**config.mk**
```make
export PLATFORM = sky130hd
export DESIGN_NAME = mcs4_clock_gen
export DESIGN_NICKNAME = d
export VERILOG_FILES = /design/src/rtl/mcs4_clock_gen_pkg.sv /design/src/rtl/mcs4_sync2.sv /design/src/rtl/mcs4_clock_gen.sv
export SDC_FILE = /design/constraint.sdc
export NUM_CORES = 1
export LEC_CHECK = 0
export CAP_MARGIN = 20
export CORE_ASPECT_RATIO = 0.9
export CORE_UTILIZATION = 30
export CTS_BUF_LIST = sky130_fd_sc_hd__clkbuf_8
export DETAILED_ROUTE_END_ITERATION = 12
export GPL_ROUTABILITY_DRIVEN = 0
export HOLD_SLACK_MARGIN = 0.12
export SKIP_LAST_GASP = 1
export SLEW_MARGIN = 20
export SYNTH_ARGS = -nofsm -noshare
export SYNTH_HDL_FRONTEND = slang
export SYNTH_SLANG_ARGS = --single-unit
```
**constraint.sdc**
```tcl
create_clock -name sysclk -period 1.9 [get_ports sysclk]
set_clock_uncertainty 0.15 [all_clocks]
set_input_delay 0.38 -clock sysclk [delete_from_list [all_inputs] [get_ports sysclk]]
set_output_delay 0.38 -clock sysclk [all_outputs]
set_load 0.05 [all_outputs]
```
**src/rtl/mcs4_clock_gen_pkg.sv**
```systemverilog
// Shared MCS-4 timing constants, halt-control state type and the window decode helper.
// The i4004 and bus benches import the same defaults so every block agrees on the clock.
package mcs4_clock_gen_pkg;

    localparam int unsigned DEF_PERIOD     = 68;
    localparam int unsigned DEF_CLK1_START = 0;
    localparam int unsigned DEF_CLK1_WIDTH = 20;
    localparam int unsigned DEF_CLK2_START = 34;
    localparam int unsigned DEF_CLK2_WIDTH = 20;
    localparam int unsigned DEF_POC_CYCLES = 16;

    typedef enum logic {
        ST_RUN    = 1'b0,
        ST_HALTED = 1'b1
    } run_state_t;

    function automatic logic in_window(input int unsigned value,
                                       input int unsigned start,
                                       input int unsigned width);
        return (value >= start) && (value < start + width);
    endfunction

endpackage

```
**src/rtl/mcs4_sync2.sv**
```systemverilog
// Two-flop synchroniser for asynchronous level inputs; both flops clear to 0 on reset.
module mcs4_sync2 (
    input  logic sysclk,
    input  logic sysrst_n,
    input  logic d,
    output logic q
);

    logic meta_reg;
    logic q_reg;

    always_ff @(posedge sysclk or negedge sysrst_n) begin
        if (!sysrst_n) begin
            meta_reg <= 1'b0;
            q_reg    <= 1'b0;
        end else begin
            meta_reg <= d;
            q_reg    <= meta_reg;
        end
    end

    assign q = q_reg;

endmodule

```
**src/rtl/mcs4_clock_gen.sv**
```systemverilog
// MCS-4 two-phase non-overlapping clock, power-on-clear and cycle-boundary halt control.
// Every output comes straight from a flop so the chip clock pads never see decode glitches.
module mcs4_clock_gen
    import mcs4_clock_gen_pkg::*;
#(
    parameter int unsigned PERIOD     = DEF_PERIOD,
    parameter int unsigned CLK1_START = DEF_CLK1_START,
    parameter int unsigned CLK1_WIDTH = DEF_CLK1_WIDTH,
    parameter int unsigned CLK2_START = DEF_CLK2_START,
    parameter int unsigned CLK2_WIDTH = DEF_CLK2_WIDTH,
    parameter int unsigned POC_CYCLES = DEF_POC_CYCLES
) (
    input  logic sysclk,
    input  logic sysrst_n,
    input  logic poc_req,
    input  logic halt,
    output logic clk1,
    output logic clk2,
    output logic poc,
    output logic halted,
    output logic cycle_strobe
);

    localparam int unsigned CW = (PERIOD > 1) ? $clog2(PERIOD) : 1;
    localparam int unsigned PW = (POC_CYCLES > 1) ? $clog2(POC_CYCLES + 1) : 1;
    localparam logic [CW-1:0] CNT_LAST = CW'(PERIOD - 1);
    localparam logic [PW-1:0] POC_LAST = PW'(POC_CYCLES - 1);

    // Windows must sit inside the period, clk1 first, with an idle tick on both sides incl. the wrap.
    localparam bit PARAMS_OK =
        (PERIOD >= 2) && (CLK1_WIDTH >= 1) && (CLK2_WIDTH >= 1) && (POC_CYCLES >= 1) &&
        (CLK1_START + CLK1_WIDTH <= PERIOD) && (CLK2_START + CLK2_WIDTH <= PERIOD) &&
        (CLK1_START + CLK1_WIDTH < CLK2_START) &&
        (CLK2_START + CLK2_WIDTH < CLK1_START + PERIOD);

    if (!PARAMS_OK) begin : g_bad_params
        $error("mcs4_clock_gen: clock windows overlap, leave no gap, or POC_CYCLES is 0");
    end

    logic [1:0] async_in;
    logic [1:0] sync_out;
    logic       poc_req_s;
    logic       halt_s;

    assign async_in = {halt, poc_req};

    for (genvar gi = 0; gi < 2; gi++) begin : g_sync
        mcs4_sync2 u_sync (
            .sysclk   (sysclk),
            .sysrst_n (sysrst_n),
            .d        (async_in[gi]),
            .q        (sync_out[gi])
        );
    end

    assign poc_req_s = sync_out[0];
    assign halt_s    = sync_out[1];

    run_state_t    state_reg, state_next;
    logic [CW-1:0] cnt_reg, cnt_next;
    logic          clk1_reg, clk1_next;
    logic          clk2_reg, clk2_next;
    logic          strobe_reg, strobe_next;
    logic          poc_reg, poc_next;
    logic [PW-1:0] poc_cnt_reg, poc_cnt_next;

    always_ff @(posedge sysclk or negedge sysrst_n) begin
        if (!sysrst_n) begin
            state_reg   <= ST_RUN;
            cnt_reg     <= '0;
            clk1_reg    <= 1'b0;
            clk2_reg    <= 1'b0;
            strobe_reg  <= 1'b0;
            poc_reg     <= 1'b1;
            poc_cnt_reg <= '0;
        end else begin
            state_reg   <= state_next;
            cnt_reg     <= cnt_next;
            clk1_reg    <= clk1_next;
            clk2_reg    <= clk2_next;
            strobe_reg  <= strobe_next;
            poc_reg     <= poc_next;
            poc_cnt_reg <= poc_cnt_next;
        end
    end

    always_comb begin
        state_next  = state_reg;
        cnt_next    = cnt_reg;
        strobe_next = 1'b0;

        case (state_reg)
            ST_RUN: begin
                if (cnt_reg == CNT_LAST) begin
                    strobe_next = 1'b1;
                    if (halt_s) begin
                        state_next = ST_HALTED;
                    end else begin
                        cnt_next = '0;
                    end
                end else begin
                    cnt_next = cnt_reg + 1'b1;
                end
            end
            ST_HALTED: begin
                if (!halt_s) begin
                    state_next = ST_RUN;
                    cnt_next   = '0;
                end
            end
        endcase

        // Hold both phases low on the halt-entry tick, while frozen, and on the resume tick.
        clk1_next = (state_reg == ST_RUN) && (state_next == ST_RUN) &&
                    in_window(32'(cnt_reg), CLK1_START, CLK1_WIDTH);
        clk2_next = (state_reg == ST_RUN) && (state_next == ST_RUN) &&
                    in_window(32'(cnt_reg), CLK2_START, CLK2_WIDTH);

        poc_next     = poc_reg;
        poc_cnt_next = poc_cnt_reg;
        if (poc_req_s) begin
            poc_next     = 1'b1;
            poc_cnt_next = '0;
        end else if (poc_reg && strobe_reg) begin
            if (poc_cnt_reg == POC_LAST) begin
                poc_next     = 1'b0;
                poc_cnt_next = '0;
            end else begin
                poc_cnt_next = poc_cnt_reg + 1'b1;
            end
        end
    end

    assign clk1         = clk1_reg;
    assign clk2         = clk2_reg;
    assign poc          = poc_reg;
    assign cycle_strobe = strobe_reg;
    assign halted       = (state_reg == ST_HALTED);

endmodule

```
==> reports/results.ini <==
[outcome]
run_status = finished, final reports clean

[placement]
post-dp-hpwl_um = 1156
preCtsSetupSlack_ns = 0.1822
io_buffer_count = 8

[yosys]
yosysSeqAreaShare = 0.5289
synthSimpleGateAreaFrac = 0.2035
netlist_instances = 91
synth-seq-cells = 21
synth_fa_ha_area_frac = 0.02513
synthesis.area_sq_um = 996.0
synthTopCellsByCount = 20 x dfrtp_1, 8 x o21ai_0, 7 x nand2_1, 7 x nand3_1, 5 x nor2_1
synthFlopType = dfrtp_1
syn_avg_cell_area_sq_um = 10.94
yosysTopAreaCellShare = 0.5025
synth_area_leaders = dfrtp_1 50%, o21ai_0 4.0%, nand3_1 3.5%
ys_warn_count = 0
synth_cell_types = 36
synthArstFlopShare = 1.000
synth_top_area_cell = dfrtp_1
synth-compound-area-share = 0.1570
syn_nets = 97
synth_top_family_by_area = simple AND/OR/NAND/NOR gates
synth_mux_area_frac = 0.03141
yosys.cell_count.top_type = dfrtp_1
synth_xor_area_frac = 0.01759
synth_edf_count = 0

[power]
p_per_area_nw_per_um2 = 647.0
power.leakage_uw = 0.0004841
peakVddDrop_v = 0.0002590

[layout]
multiInputGateArea_sq_um = 432.9
num-nets-final = 107
drive_gt1_frac = 0.1700
largest_reg_flops = 7
fin_util = 0.3773
fill_cells = 308
seq_area_sq_um = 526.8
syn_to_final_growth_pct = 17.97
diodes = 0

[min_path]
hp-start = g_sync[1].u_sync.meta_reg$_DFF_PN0_
hp-class = flip-flop to flip-flop
hold_depth = 0
worstHoldEndpoint = g_sync[1].u_sync.q$_DFF_PN0_

[floorplanning]
initial_utilization = 0.3198
die_area_sq_um = 3555
io_pins = 9
die_x_um = 62.74
fp.dieH_um = 56.66
coreArea_sq_um = 3114
rows = 19

[worst_setup_path]
crit_required_ns = 1.90
crit_buf_inv = 0
worstPathMaxFanout = 6
r2r_cells = 4
cp.depth = 4
start_kind = flip-flop
r2r_slack_ns = 0.15
crit_family = compound AO/OA/AOI/OAI gates
r2r-start = cnt_reg[1]$_DFF_PN0_
path_cells = ha_1 -> nor2b_1 -> a31o_2 -> a32o_1
max_stage_delay_ns = 0.45
cp-end-kind = flip-flop
crit_type = flip-flop to flip-flop
cp.arrival_ns = 1.75
slowest_stage = dfrtp_1
r2r-end = cnt_reg[6]$_DFF_PN0_

[global_route]
grt_antenna_before_repair = 0
grt_use_total = 0.1102
met3_usage = 0.02846
grt_pass1_wl_um = 3049
gr-max-usage-layer = met2
grt.met1_usage = 0.1508
met2_usage = 0.1630
grt_remaining_overflow = 0
grt_pass1_vias = 701
grt_max_degree = 22

[clock_tree]
numCtsBuffers = 3
clk_pin_slew_ns = 0.08
cts_max_path_buffers = 2
clk_latency_ns = 0.26
cts_tree = done
cts_setup_buffers = 0
cts_root_buf = clkbuf_8
post_cts_resize_count = 0
cts_hold_buffers = 0
h-tree-depth = 1
cts.sinks = 21

[timing]
drv_slew = 0
clock.fmax_mhz = 572.2
finalCritPeriodShare = 0.9199
setup_violations = 0
rsz0062_at_grt = no
fin_setup_tns_ns = 0
max-slew-margin-rel = 0.7026
hold_viol_final = 0
worst_pin_slew_ns = 0.4462
period_minus_slack_ns = 1.748
layout_setup_ws_ns = 0.1522

[detailed_routing]
final_antenna_net_count = 0
drtIter0Drc = 10
routed_via_density = 4.887
vias = 694
avgRoutedWirePerCell_um = 12.11
drc = 0
dr.pass1.iters = 4
wirelength_um = 1720

[run]
drv_cap = 0

## how the worst max path moves through the flow
| stage | from | end |
|---|---|---|
| floorplan | cnt_reg[0]$_DFF_PN0_ | cnt_reg[6]$_DFF_PN0_ |
| global placement | cnt_reg[0]$_DFF_PN0_ | cnt_reg[6]$_DFF_PN0_ |
| detailed placement | cnt_reg[1]$_DFF_PN0_ | cnt_reg[6]$_DFF_PN0_ |
| CTS | cnt_reg[1]$_DFF_PN0_ | cnt_reg[6]$_DFF_PN0_ |
| global route | cnt_reg[0]$_DFF_PN0_ | cnt_reg[6]$_DFF_PN0_ |
| finish | cnt_reg[1]$_DFF_PN0_ | cnt_reg[6]$_DFF_PN0_ |
## kinds of logic (layout without fill, tap and decap cells)
kind of cell,Yosys count,count (layout)
xor+xnor,2,2
simple gates,35,35
fa+ha+maj,2,2
buf+inv,5,14
compound gates,23,23
mux,3,3
flops,21,21
## layer usage
layer	vias up	part of all wire	wire [um]
met4	0	0.016	27
met5	-	0	0
met1	328	0.53	908
met2	14	0.43	736
met3	4	0.027	47
li1	348	-	-
## power breakdown
| part | leakage, uW | internal (uW) | total [uW] | switching [uW] |
|---|---|---|---|---|
| Sequential | 0.000261 | 451 | 455 | 3.74 |
| Combinational | 0.000198 | 8.11 | 17.4 | 9.34 |
| Clock | 0.0000255 | 146 | 288 | 142 |
## cell type report
class,instances,area share
Inverter,1,0.003195
Clock buffer,3,0.03514
Timing Repair Buffer,9,0.09585
Clock inverter,1,0.004260
Sequential cell,21,0.4483
Multi-Input combinational cell,65,0.3685
Tap cell,42,0.04473
## per-stage QoR
| stage | hold WS [ns] | total power (uW) | instances | area, sq um |
|---|---|---|---|---|
| 2_1_floorplan | -0.06559 | 464.6 | 91 | 996.0 |
| 3_3_place_gp | 0.1841 | 482.0 | 138 | 1129 |
| 3_5_place_dp | 0.1872 | 482.3 | 138 | 1129 |
| 4_1_cts | 0.2054 | 768.0 | 142 | 1175 |
| 5_1_grt | 0.2065 | 788.0 | 142 | 1175 |
| 6_report | 0.2032 | 760.1 | 142 | 1175 |
## cell usage in the layout (no fill, tap or decap), types with 2 or more instances in the layout
cell type        count
and2_1               2
nand2_1              7
a21o_1               2
xor2_1               2
nor2_1               5
nor2b_1              2
o21ai_0              8
mux2i_1              2
a21oi_1              2
nand3b_1             2
and4b_1              2
clkdlybuf4s50_1      3
clkbuf_8             3
o31ai_1              2
buf_12               3
nand3_1              7
a31oi_1              2
ha_1                 2
dfrtp_1             20
buf_4                3
(Power assumes the default switching activity.)
